[config.mk]
export PLATFORM = sky130hd
export DESIGN_NAME = rand_rot_dispenser
export DESIGN_NICKNAME = d
export VERILOG_FILES = /design/src/rtl/rand_rot_dispenser.sv
export SDC_FILE = /design/constraint.sdc
export NUM_CORES = 1
export LEC_CHECK = 0
export CELL_PAD_IN_SITES_DETAIL_PLACEMENT = 0
export CELL_PAD_IN_SITES_GLOBAL_PLACEMENT = 1
export CORE_AREA = 2 2 209 211
export CTS_CLUSTER_SIZE = 16
export DETAILED_ROUTE_END_ITERATION = 16
export DIE_AREA = 0 0 211 213
export PLACE_DENSITY = 0.82
export SYNTH_ARGS = -nofsm -noshare
export SYNTH_HDL_FRONTEND = slang
export SYNTH_SLANG_ARGS = --single-unit
[constraint.sdc]
create_clock -name clk -period 3.4 [get_ports clk]
set_input_delay 0.68 -clock clk [delete_from_list [all_inputs] [get_ports clk]]
set_output_delay 0.68 -clock clk [all_outputs]
set_load 0.005 [all_outputs]
[src/rtl/rand_rot_dispenser.sv]
`default_nettype none
// ============================================================================
// Module  : rand_rot_dispenser
// Brief   : Serves one fresh randomness word as NUM_WORDS byte-rotated copies
//           over valid/ready streams. Optional macro RAND_ROT_LEFT_EN makes the
//           rotation go left instead of right.
// Revision: 1.0 - initial release
// ============================================================================
module rand_rot_dispenser #(
  parameter int WIDTH     = 216,
  parameter int STEP      = 8,
  parameter int NUM_WORDS = 8,
  parameter int IDX_W     = 3
) (
  input  logic             clk,
  input  logic             rst_n,
  input  logic             in_valid,
  output logic             in_ready,
  input  logic [WIDTH-1:0] in_data,
  output logic             out_valid,
  input  logic             out_ready,
  output logic [WIDTH-1:0] out_data,
  output logic [IDX_W-1:0] out_idx,
  output logic             out_last
);

  typedef enum logic [0:0] {
    IDLE  = 1'b0,
    SERVE = 1'b1
  } state_t;

  localparam logic [IDX_W-1:0] LAST_IDX = IDX_W'(NUM_WORDS - 1);

  state_t           state_q, state_d;
  logic [WIDTH-1:0] data_q, data_d, data_rot;
  logic [IDX_W-1:0] idx_q, idx_d;

  // Pure wiring permutation: bits of a single word only, never mixed with another.
`ifdef RAND_ROT_LEFT_EN
  assign data_rot = {data_q[WIDTH-STEP-1:0], data_q[WIDTH-1:WIDTH-STEP]};
`else
  assign data_rot = {data_q[STEP-1:0], data_q[WIDTH-1:STEP]};
`endif

  always_ff @(posedge clk) begin
    if (!rst_n) begin
      state_q <= IDLE;
      data_q  <= '0;
      idx_q   <= '0;
    end else begin
      state_q <= state_d;
      data_q  <= data_d;
      idx_q   <= idx_d;
    end
  end

  always_comb begin
    state_d   = state_q;
    data_d    = data_q;
    idx_d     = idx_q;
    in_ready  = 1'b0;
    out_valid = 1'b0;
    out_last  = 1'b0;
    case (state_q)
      IDLE: begin
        in_ready = 1'b1;
        if (in_valid) begin
          data_d  = in_data;
          idx_d   = '0;
          state_d = SERVE;
        end
      end
      SERVE: begin
        out_valid = 1'b1;
        out_last  = (idx_q == LAST_IDX);
        in_ready  = out_ready && out_last;
        if (out_ready) begin
          if (!out_last) begin
            data_d = data_rot;
            idx_d  = idx_q + 1'b1;
          end else if (in_valid) begin
            // Reload during the final transfer so the stream has no bubble.
            data_d = in_data;
            idx_d  = '0;
          end else begin
            idx_d   = '0;
            state_d = IDLE;
          end
        end
      end
      default: state_d = IDLE;
    endcase
  end

  assign out_data = data_q;
  assign out_idx  = idx_q;

endmodule
`default_nettype wire

==> impl_metrics.env <==
export IMPL_cts_num_sinks=220
export IMPL_finalWirelength_um=45820
export IMPL_initial_antenna_violation_count=0
export IMPL_crit_fanout=5
export IMPL_regArea_sq_mm=0.004408
export IMPL_gp_congestion=0.8374
export IMPL_critPathKind="reg -> out"
export IMPL_synth_sequential_area_ratio=0.3485
export IMPL_routed_wire_length_per_instance_um=20.18
export IMPL_cts_hold_buffers_added=0
export IMPL_worst_hold_path_endpoint="out_idx[1]"
export IMPL_hp_start="out_idx[1]"
export IMPL_port_buffer_count=441
export IMPL_overflow=0
export IMPL_total_power_density_per_cell_area_mw_per_mm2=429.3
export IMPL_ctsLongestPathBuffers=3
export IMPL_core_area_sq_mm=0.04270
export IMPL_ctsHtreeMaxLevel=1
export IMPL_reg2reg_setup_slack_ns=1.01
export IMPL_fin_crit_sh=0.7988
export IMPL_drcViolationCount=0
export IMPL_synth_adder_area_share=0.001980
export IMPL_ctsResizeCount=0
export IMPL_grt_first_pass_wirelength_um=68830
export IMPL_total_leakage_power_nw=7.191
export IMPL_mostFrequentLayoutCell="sky130_fd_sc_hd__clkdlybuf4s50_1"
export IMPL_met2_usage_in_global_routing=0.3193
export IMPL_synth_area_sq_mm=0.01264
export IMPL_rr_endpoint="out_data[57]"
export IMPL_final_antenna_net_count=0
export IMPL_die_h_um=213
export IMPL_multiInputGateArea_sq_mm=0.007475
export IMPL_post_route_cells_drive_above_1_share=0.1166
export IMPL_effective_utilization_at_floorplan=0.2960
export IMPL_maxCapViolCount=0
export IMPL_syn_instance_count=1361
export IMPL_clkTransAtPathRegs_ns=0.06
export IMPL_synth_warnings=0
export IMPL_setup_viol=0
export IMPL_cts_buffers=27
export IMPL_report_final_slew_viol_count=0
export IMPL_synth_top_family_by_area="multiplexers"
export IMPL_dp_hpwl_um=29800
export IMPL_maximum_number_of_pins_on_one_net_before_global_route_repair=149
export IMPL_hold_path_class="reg -> reg"
export IMPL_insertion_delay_ns=0.54
export IMPL_timing_rr_start="out_idx[0]"
export IMPL_cp_required_ns=2.72
export IMPL_postPlaceCellArea_sq_mm=0.01727
export IMPL_floorplan_die_width_um=211
export IMPL_drt_first_pass_iters=5
export IMPL_report_final_hold_viol_count=0
export IMPL_first_global_vias=11580
export IMPL_antennaDiodeCount=0
export IMPL_start_kind="flop"
export IMPL_syn_mean_instance_area_sq_um=9.285
export IMPL_cts_root_buffer="sky130_fd_sc_hd__clkbuf_16"
export IMPL_synth_compound_area_frac=0.1915
export IMPL_fin_tns_setup_ns=0
export IMPL_outcome="complete, no violations"
export IMPL_fin_crit_ns=2.716
export IMPL_track_usage=0.1928
export IMPL_core_rowCount=76
export IMPL_drt_iter0_markers=853
export IMPL_cp_arrival_ns=2.04
export IMPL_fmaxAchievable_mhz=368.2
export IMPL_final_fill_count=4082
export IMPL_layout_cells_most_common_list="sky130_fd_sc_hd__clkdlybuf4s50_1 (438), sky130_fd_sc_hd__dfxtp_1 (219), sky130_fd_sc_hd__o21ai_0 (204), sky130_fd_sc_hd__mux2i_1 (201)"
export IMPL_yosys_mux_area_fraction=0.2626
export IMPL_layout_area_overhead_vs_synth_pct=43.95
export IMPL_timing_reg2reg_worst_path_depth=6
export IMPL_met1_usage=0.2591
export IMPL_worst_slew_margin_rel=0.2211
export IMPL_clock_skew_ns=0.008056
export IMPL_vdd_drop_max_v=0.0002968
export IMPL_worstSetupEndpointType="output pin"
export IMPL_synth_fp_nets=1583
export IMPL_hold_path_depth=2
export IMPL_post_synth_num_cell_types=25
export IMPL_tritoncts_clock_tree="yes"
export IMPL_globalRoute_busiestLayer="met2"
export IMPL_cts_repair_timing_setup_buffer_count=0
export IMPL_numnets_final=1928
export IMPL_routed_via_density=5.244
export IMPL_fin_area_sq_mm=0.01819
export IMPL_ys_ff_latch=220
export IMPL_io_pins=442
export IMPL_detailroute_via_count=11900
export IMPL_unrepaired_setup_endpoints_after_global_routing="false"
export IMPL_global_route_usage_met3=0.03398
export IMPL_synth_simple_gate_area_share=0.1339
export IMPL_yosys_area_share_xor_xnor=0
export IMPL_worstMarginPinSlew_ns=1.168
export IMPL_floorplan_die_area_sq_mm=0.04494
-- cell usage after synthesis --
| master | number | area (sq um) |
|---|---|---|
| sky130_fd_sc_hd__a21boi_4 | 1 | 18.77 |
| sky130_fd_sc_hd__a21oi_1 | 116 | 580.6 |
| sky130_fd_sc_hd__a32oi_1 | 3 | 26.28 |
| sky130_fd_sc_hd__and2_1 | 1 | 6.260 |
| sky130_fd_sc_hd__and2b_1 | 5 | 37.54 |
| sky130_fd_sc_hd__buf_2 | 48 | 240.2 |
| sky130_fd_sc_hd__buf_4 | 19 | 142.6 |
| sky130_fd_sc_hd__buf_6 | 13 | 146.4 |
| sky130_fd_sc_hd__clkbuf_1 | 64 | 240.2 |
| sky130_fd_sc_hd__clkbuf_2 | 1 | 5.000 |
| sky130_fd_sc_hd__dfxtp_1 | 220 | 4404 |
| sky130_fd_sc_hd__ha_1 | 2 | 25.02 |
| sky130_fd_sc_hd__inv_2 | 1 | 3.750 |
| sky130_fd_sc_hd__mux2_2 | 116 | 1306 |
| sky130_fd_sc_hd__mux2i_1 | 201 | 2012 |
| sky130_fd_sc_hd__nand2_1 | 1 | 3.750 |
| sky130_fd_sc_hd__nand2_4 | 1 | 11.26 |
| sky130_fd_sc_hd__nor2_1 | 1 | 3.750 |
| sky130_fd_sc_hd__nor2b_1 | 98 | 613.1 |
| sky130_fd_sc_hd__o21a_1 | 1 | 7.510 |
| sky130_fd_sc_hd__o21ai_0 | 204 | 1021 |
| sky130_fd_sc_hd__o21ai_1 | 28 | 140.1 |
| sky130_fd_sc_hd__o22ai_1 | 100 | 625.6 |
| sky130_fd_sc_hd__or3b_1 | 101 | 884.6 |
| sky130_fd_sc_hd__or3b_2 | 15 | 131.4 |
-- routing by layer --
metal / vias up / wire [um]
met5: - / 0
met2: 437 / 21390
met4: 0 / 929
li1: 5752 / -
met3: 60 / 2984
met1: 5654 / 20520
-- power breakdown --
| part | internal, mW | leakage (nW) | switching [mW] | total (mW) |
|---|---|---|---|---|
| logic | 1.05 | 4.92 | 0.689 | 1.74 |
| clock network | 1.87 | 0.451 | 1.15 | 3.02 |
| registers | 2.79 | 1.82 | 0.254 | 3.05 |
| total | 5.71 | 7.19 | 2.10 | 7.81 |
-- state kept, by name, indices dropped and copies added (netlist names) --
signal,count
state_q,1
out_data,216
out_idx,3
-- cells by family (layout without fill, tap and decap cells) --
logic type	count (synthesis)	count (layout)
AOI/OAI and AO/OA	453	453
muxes	317	317
and+or+nand+nor	223	223
DFF	220	220
buffers and inverters	146	509
adders and majority gates	2	2
-- stage by stage --
stage          worst slack [ns]  total power, mW  hold slack, ns  utilization  cells
2_1_floorplan             1.388            3.887          0.5257            -   1361
3_3_place_gp              1.073            4.812          0.5237       0.4044   2223
3_5_place_dp              1.036            4.834          0.5408       0.4044   2223
4_1_cts                  0.6546            7.897          0.5368       0.4261   2270
5_1_grt                  0.6207            8.147          0.5869       0.4261   2270
6_report                 0.6842            7.810          0.5681       0.4261   2270
-- worst max path at each step --
stage / from / to / slack, ns / cells past startpoint
after global placement: out_ready / in_ready / 1.07 / 4
after global routing: out_idx[0] / out_last / 0.62 / 4
after CTS: out_idx[0] / in_ready / 0.65 / 5
after detailed placement: out_ready / out_data[154] / 1.04 / 6
after floorplan: out_idx[0] / out_last / 1.39 / 6
final: out_idx[0] / in_ready / 0.68 / 5
-- critical path, stage by stage (launching register included) --
cell	delay, ns
sky130_fd_sc_hd__dfxtp_1	0.35
sky130_fd_sc_hd__ha_1	0.24
sky130_fd_sc_hd__ha_4	0.20
sky130_fd_sc_hd__a21boi_4	0.18
sky130_fd_sc_hd__inv_2	0.08
sky130_fd_sc_hd__clkdlybuf4s50_1	0.45
-- final cells by class --
type	count	share of cell area
Sequential cell	220	0.2423
Clock buffer	42	0.04519
Tap cell	546	0.03755
Clock inverter	5	0.005640
Inverter	1	0.0002063
Multi-Input combinational cell	995	0.4109
Timing Repair Buffer	461	0.2582
(Power assumes the default switching activity.)
